--- src/rtl/stopwatch_bcd_counter.sv ---
//------------------------------------------------------------------------------
// Module      : stopwatch_bcd_counter
// Description : 1 s time base and BCD MM:SS counter with run/pause/clear/lap
//               control. The optional stop-at-limit check (DONE state) is built
//               only when STOPWATCH_LIMIT_EN is defined.
// Revision    : 1.0 - initial release
//------------------------------------------------------------------------------
`default_nettype none

module stopwatch_bcd_counter #(
  parameter int TICK_DIV = 100000000
) (
  input  logic        clk,
  input  logic        rst_n,
  input  logic        start_stop_i,
  input  logic        clear_i,
  input  logic        lap_i,
  input  logic [15:0] limit_i,
  output logic [15:0] time_o,
  output logic [15:0] lap_o,
  output logic        running_o,
  output logic        limit_hit_o,
  output logic        wrap_o
);

  localparam int PW = (TICK_DIV > 2) ? $clog2(TICK_DIV) : 1;
  localparam logic [PW-1:0] PRE_MAX = PW'(TICK_DIV - 1);

`ifdef STOPWATCH_LIMIT_EN
  typedef enum logic [1:0] {
    IDLE   = 2'd0,
    RUN    = 2'd1,
    PAUSED = 2'd2,
    DONE   = 2'd3
  } state_t;
`else
  typedef enum logic [1:0] {
    IDLE   = 2'd0,
    RUN    = 2'd1,
    PAUSED = 2'd2
  } state_t;
`endif

  state_t          state;
  logic [PW-1:0]   prescaler;
  logic            tick;
  logic [15:0]     next_time;

  // Ripple-carry BCD increment; digits saturate their compare with >= so a
  // corrupted digit still rolls back into range.
  function automatic logic [15:0] bcd_inc(input logic [15:0] t);
    logic [15:0] n;
    n = t;
    if (t[3:0] < 4'd9) begin
      n[3:0] = t[3:0] + 4'd1;
    end else begin
      n[3:0] = 4'd0;
      if (t[7:4] < 4'd5) begin
        n[7:4] = t[7:4] + 4'd1;
      end else begin
        n[7:4] = 4'd0;
        if (t[11:8] < 4'd9) begin
          n[11:8] = t[11:8] + 4'd1;
        end else begin
          n[11:8] = 4'd0;
          if (t[15:12] < 4'd5) begin
            n[15:12] = t[15:12] + 4'd1;
          end else begin
            n[15:12] = 4'd0;
          end
        end
      end
    end
    return n;
  endfunction

  assign tick      = (state == RUN) && (prescaler == PRE_MAX);
  assign next_time = bcd_inc(time_o);

`ifdef STOPWATCH_LIMIT_EN
  logic limit_hit;
  assign limit_hit = (limit_i != 16'h0000) && (next_time >= limit_i);
`else
  logic unused_limit;
  assign unused_limit = ^limit_i;
  assign limit_hit_o  = 1'b0;
`endif

  always_ff @(posedge clk or negedge rst_n) begin
    if (!rst_n) begin
      state       <= IDLE;
      prescaler   <= '0;
      time_o      <= 16'h0000;
      lap_o       <= 16'h0000;
      running_o   <= 1'b0;
      wrap_o      <= 1'b0;
`ifdef STOPWATCH_LIMIT_EN
      limit_hit_o <= 1'b0;
`endif
    end else begin
      wrap_o <= 1'b0;
      if (clear_i) begin
        state       <= IDLE;
        prescaler   <= '0;
        time_o      <= 16'h0000;
        running_o   <= 1'b0;
`ifdef STOPWATCH_LIMIT_EN
        limit_hit_o <= 1'b0;
`endif
      end else begin
        // Lap samples the pre-tick time because time_o is still the old value.
        if (lap_i) begin
          lap_o <= time_o;
        end
        case (state)
          IDLE: begin
            prescaler <= '0;
            if (start_stop_i) begin
              state     <= RUN;
              running_o <= 1'b1;
            end
          end
          RUN: begin
            prescaler <= tick ? '0 : prescaler + 1'b1;
            if (tick) begin
              time_o <= next_time;
              wrap_o <= (next_time == 16'h0000);
            end
`ifdef STOPWATCH_LIMIT_EN
            if (tick && limit_hit) begin
              state       <= DONE;
              running_o   <= 1'b0;
              limit_hit_o <= 1'b1;
            end else
`endif
            if (start_stop_i) begin
              state     <= PAUSED;
              running_o <= 1'b0;
            end
          end
          PAUSED: begin
            if (start_stop_i) begin
              state     <= RUN;
              running_o <= 1'b1;
            end
          end
`ifdef STOPWATCH_LIMIT_EN
          DONE: begin
            prescaler <= '0;
          end
`endif
          default: begin
            state     <= IDLE;
            prescaler <= '0;
            running_o <= 1'b0;
          end
        endcase
      end
    end
  end

endmodule

`default_nettype wire

--- config.mk ---
export PLATFORM = sky130hd
export DESIGN_NAME = stopwatch_bcd_counter
export DESIGN_NICKNAME = d
export VERILOG_FILES = /design/src/rtl/stopwatch_bcd_counter.sv
export SDC_FILE = /design/constraint.sdc
export NUM_CORES = 1
export LEC_CHECK = 0
export BUFFER_PORTS_ARGS = -buffer_cell sky130_fd_sc_hd__buf_2
export CORE_MARGIN = 2
export CORE_UTILIZATION = 60
export CTS_CLUSTER_DIAMETER = 80
export CTS_CLUSTER_SIZE = 30
export DETAILED_ROUTE_END_ITERATION = 8
export PLACE_DENSITY = 0.84
export SETUP_SLACK_MARGIN = 0.3
export SYNTH_ARGS = -nofsm -noshare
export SYNTH_HDL_FRONTEND = slang
export SYNTH_SLANG_ARGS = --single-unit
--- constraint.sdc ---
create_clock -name clk -period 5.59 [get_ports clk]
set_input_delay 0.2795 -clock clk [delete_from_list [all_inputs] [get_ports clk]]
set_output_delay 0.2795 -clock clk [all_outputs]
set_load 0.02 [all_outputs]
### Word-level counts from Yosys, hierarchy flattened

Cells that the tools add are included.

* bits in registers: 63
* input bits: 21
* output and inout bits: 35
* logic and storage cells: 55

* add/sub/neg operators: 5
* $lt $le $gt $ge: 4
* equality and inequality tests: 6
* multiplexer cells: 24
* bitwise logic cells: 1
* reductions and logical operators: 9

Operators with widths (count)
* 27-bit 2-to-1 mux: 2
* 27-bit one-hot mux with 2 select lines: 1
* 16-bit 2-to-1 mux: 3
* 27-bit by 1-bit adder with 27-bit output (second input constant): 1
* 27-bit == test (second input constant): 1
* 4-bit 2-to-1 mux: 5
* 4-bit by 1-bit adder with 4-bit output (second input constant): 4
* 16-bit zero test: 1
* 12-bit 2-to-1 mux: 1
* 4-bit by 3-bit less-than comparator with 1-bit output (second input constant): 2
* 4-bit less-than comparator (second input constant): 2
* 8-bit 2-to-1 mux: 1
* 1-bit 2-to-1 mux: 6
* 2-bit 2-to-1 mux: 3
* 2-bit AND reduction: 3
* 2-bit one-hot mux with 2 select lines: 1
* 2-bit nonzero test: 2
* 3-bit by 1-bit inequality test with 1-bit output (second input constant): 1
* 3-bit inequality test (second input constant): 1
* 2-bit by 1-bit == test with 1-bit output (second input constant): 1
* 2-bit == test (second input constant): 1
* 2-bit zero test: 1
* 2-bit inequality test (second input constant): 1
* 1-bit one-hot mux with 2 select lines: 1
* 3 further kinds: 3

### Depth between registers and ports, before layout

* depth in word-level cells: 9
* gate-level depth with buffers: 8
* mapped depth without buffers: 7

### Worst setup path before layout

Ideal clock, no wire load.

* path type: reg-to-reg
* start point: register time_o[4]
* end point: register time_o[12]
* library setup time: 132 ps
* data arrival time: 1978 ps
* required time: 5458 ps
* slack: 3480 ps
* cell stages (with the launch flop): 8
* path buffers: 0
* period minus slack after synthesis: 2110 ps
* cells stage by stage: dfrtp_1 inv_1 ha_1 nand2b_1 a211oi_2 nand4_1 mux2i_1 nor2_1

* word-level cells in the longest chain between the ends: 6

RTL lines
* start, declared: line 19 `output logic [15:0] time_o,`
* start signal, assigned: line 126 `time_o <= next_time;`
* 4-bit by 3-bit less-than comparator with 1-bit output: line 58 `if (t[7:4] < 4'd5) begin`
* 8-bit 2-to-1 mux: line 58
* 12-bit 2-to-1 mux: line 54 `if (t[3:0] < 4'd9) begin`
* 16-bit 2-to-1 mux: line 125 `if (tick) begin`
* 16-bit 2-to-1 mux: line 115 `case (state)`
* 16-bit 2-to-1 mux: line 102 `if (clear_i) begin`

No other way between the ends. The select of a mux whose other input is x is not followed.
A chain may end at the register's enable or synchronous reset.

### Final worst setup path

* start point: register time_o[4]
* end point: register wrap_o

* word-level cells in the longest chain between the ends: 7
* elaborated cells on any way between the ends: 9
* classes of those cells: add/sub (1); order compare (1); mux (6); reduce/logical (1)

RTL lines
* 4-bit by 1-bit adder with 4-bit output / 4-bit by 3-bit less-than comparator with 1-bit output (equally long branches): line 59, 58
* 4-bit 2-to-1 mux / 8-bit 2-to-1 mux (equally long branches): line 58
* 12-bit 2-to-1 mux *: line 54
* 16-bit zero test *: line 127 `wrap_o <= (next_time == 16'h0000);`
* 1-bit 2-to-1 mux *: line 125
* 1-bit 2-to-1 mux *: line 115
* 1-bit 2-to-1 mux *: line 102
* end signal, assigned: line 127
* end, declared: line 23 `output logic wrap_o`

Every way passes the cells marked *; elsewhere a longest branch is shown, timed or not.

==> impl_metrics.py <==
metrics = {
    "logic_synthesis": {
        "synth.avg_cell_area_um2": 9.275,
        "synth_common_cells": "dfrtp_1 (62), nor2_1 (36), nand2_1 (33)",
        "yosys_register_bits": 62,
        "synth.area.top_cells": "dfrtp_1 (44%), nor2_1 (3.9%), nand2_1 (3.5%)",
        "synth_most_common_cell": "dfrtp_1",
        "net_count_after_synthesis": 408,
        "synth_enable_flop_cells": 0,
        "post-synth-top-area-fraction": 0.4425,
        "yosys_warnings": 0,
        "synth_seq_area_share": 0.4425,
        "synth-async-reset-ratio": 1.000,
        "netlist_area_um2": 3506,
        "synth.lib_cells_used.distinct": 59,
        "synthFlopType": "dfrtp_1",
        "post_synth_inst_count": 378,
        "post-synth-top-area-cell": "dfrtp_1",
    },
    "cells_and_area": {
        "drive_above_1_share": 0.1779,
        "diodes": 0,
        "layout.cell_area.non_filler_um2": 3918,
        "flow.area_growth_from_synthesis_pct": 11.74,
        "fin_nets": 443,
        "count_of_fill_cells_added_during_filler_insertion": 438,
    },
    "clock_tree": {
        "cts_buffer_depth": 2,
        "numClockSinks": 62,
        "worst_setup_hold_path_clk_slew_ps": 70,
        "worst_skew_pair.late_latency_ps": 350,
        "total_clock_buffers_created_by_cts": 9,
        "hold_buf_cts": 0,
        "cts-htree-levels": 3,
        "cts_setup_buffers": 0,
        "clock-root-buffer": "clkbuf_8",
        "post_cts_resize_count": 0,
        "tritoncts": "done",
    },
    "sta": {
        "hold_violations": 0,
        "worst_clock_skew_ps": 8.321,
        "post-route-worst-setup-slack_ps": 3106,
        "finalSetupTns_ps": 0,
        "max_freq_mhz": 402.5,
        "maxSlewHeadroom": 0.4251,
        "report.final.setup_viol": 0,
        "slew_violations": 0,
        "final_worst_path_cycle_share": 0.4444,
        "tightestPinTransition_ps": 862.3,
        "rsz0062_at_grt": "no",
        "period_needed_ps": 2484,
        "hold_slack_ps": 87.79,
    },
    "worst_setup_path": {
        "crit_path_cell_trace": "inv_1 > ha_1 > nor2b_1 > o211ai_1 > o31ai_1 > nand3_1 > nor4_1",
        "worst-endpoint-required_ps": 5830,
        "critical-path-slowest-cell": "o31ai_1",
        "endpoint_kind": "flop",
        "cp_num_buf_inv": 1,
        "worst-r2r-cell-count": 7,
        "setup.worst_path.class": "reg -> reg",
        "critical_path_cell_count": 7,
        "kind_of_cell_adding_the_most_delay_to_the_critical_path": "compound AO/OA/AOI/OAI gates",
        "crit_fanout": 11,
        "startpoint_type": "flop",
        "worst_ep_arrival_time_ps": 2730,
        "cp_slowest_stage_delay_ps": 510,
    },
    "routing": {
        "drt_first_iter_violations": 225,
        "drc_errors": 0,
        "route.vias.total": 3012,
        "vias_per_cell": 6.172,
        "wl_um": 7718,
        "antenna_left": 0,
        "detail_route.wl_per_cell_um": 15.82,
        "drt_pre_antenna_iters": 4,
    },
    "worst_hold_path": {
        "worstHoldPathType": "in -> async",
    },
    "grt": {
        "number_of_antenna_violations_at_the_first_check_in_global_routing": 0,
        "overall_fraction_of_global_route_tracks_in_use": 0.2702,
        "grt_start_max_net_pins": 63,
        "grt_first_pass_wirelength_um": 13340,
        "globalRoute.totalOverflow": 0,
        "grt_pass1_vias": 2971,
    },
    "floorplan": {
        "ioPinCount": 56,
        "placement_rows": 27,
        "fp.dieH_um": 80.44,
        "initial_cell_density_of_the_core": 0.6290,
        "chipWidth_um": 80.44,
        "dieArea_um2": 6471,
        "core_region_area_um2": 5574,
    },
    "pwr": {
        "static-leakage-power_uw": 0.001760,
        "worst_ir_drop_vdd_mv": 0.1495,
        "power_density_nw_per_um2": 223.2,
    },
    "placement": {
        "io_buffers": 38,
        "gp_congestion": 0.9191,
        "placement_stage_worst_setup_slack_ps": 3244,
        "placement.cell_area_um2": 3729,
        "dpl.hpwl_um": 5200,
    },
    "outcome": {
        "run_status": "complete, no violations",
    },
    "job": {
        "max_cap_viol_count": 0,
    },
}
-- final cells by class --
class                      instances  area (um2)  area share
multi-input combinational        283        1818      0.4641
sequential                        62        1551      0.3960
timing repair buffer              40       205.2     0.05238
clock buffer                      13       158.9     0.04056
tap                               72       90.09     0.02300
inverter                          17       63.81     0.01629
clock inverter                     1       30.03    0.007665
-- cells by family after synthesis --
group                      after synthesis  synth area share
and+or+nand+nor                        181            0.2962
AOI/OAI and AO/OA                       66            0.1185
DFF                                     62            0.4425
buffers and inverters                   33           0.03890
xor gates and xnor gates                15           0.03747
muxes                                   11           0.03319
adders and majority gates                9           0.03212
other                                    1          0.001070
-- final timing paths --
kind | from | endpoint | slack (ps)
min in group clk | start_stop_i | state[1]$_DFFE_PN0P_ | 220
setup reg to reg | time_o[4]$_DFFE_PN0P_ | wrap_o$_DFF_PN0_ | 3110
hold reg to reg | lap_o[8]$_DFFE_PN0P_ | lap_o[8]$_DFFE_PN0P_ | 470
setup / recovery | time_o[4]$_DFFE_PN0P_ | wrap_o$_DFF_PN0_ | 3110
hold / removal | rst_n | lap_o[4]$_DFFE_PN0P_ | 90
max in group asynchronous | rst_n | prescaler[4]$_DFFE_PN0P_ | 4990
-- cells in the final DEF (no fill, tap or decap), types with 12 or more instances in the layout --
| cell type | synthesis | routed |
|---|---|---|
| nand3_1 | 22 | 22 |
| buf_2 | 4 | 38 |
| xor2_1 | 12 | 12 |
| nor2_1 | 36 | 36 |
| dfrtp_1 | 62 | 62 |
| a21oi_1 | 13 | 13 |
| nand4_1 | 16 | 16 |
| nor3_1 | 15 | 15 |
| nand2_1 | 33 | 33 |
| inv_1 | 17 | 17 |
| o21ai_0 | 24 | 24 |
-- stage by stage --
step / power [uW] / util / cells
floorplan: 479.2 / - / 378
global placement: 493.1 / 0.6689 / 474
detailed placement: 493.6 / 0.6689 / 474
CTS: 884.2 / 0.7028 / 488
global route: 911.3 / 0.7028 / 488
finish: 874.4 / 0.7028 / 488
-- power breakdown --
group | switching (uW) | internal, uW
sequential | 2.02 | 450
clock | 164 | 226
combinational | 25.4 | 7.02
total | 191 | 683
-- per-layer routing --
layer / wire (um) / share of wire / track usage
met5: 0 / 0 / 0
met4: 208 / 0.027 / 0.1576
met3: 437 / 0.057 / 0.05843
met2: 3679 / 0.48 / 0.4200
met1: 3393 / 0.44 / 0.3467
-- sequential cells by signal, summed over array words and instances (netlist names) --
| signal | flops |
|---|---|
| state | 1 |
| running_o | 1 |
| prescaler | 27 |
| time_o | 16 |
| lap_o | 16 |
| wrap_o | 1 |
(Power assumes the default switching activity.)
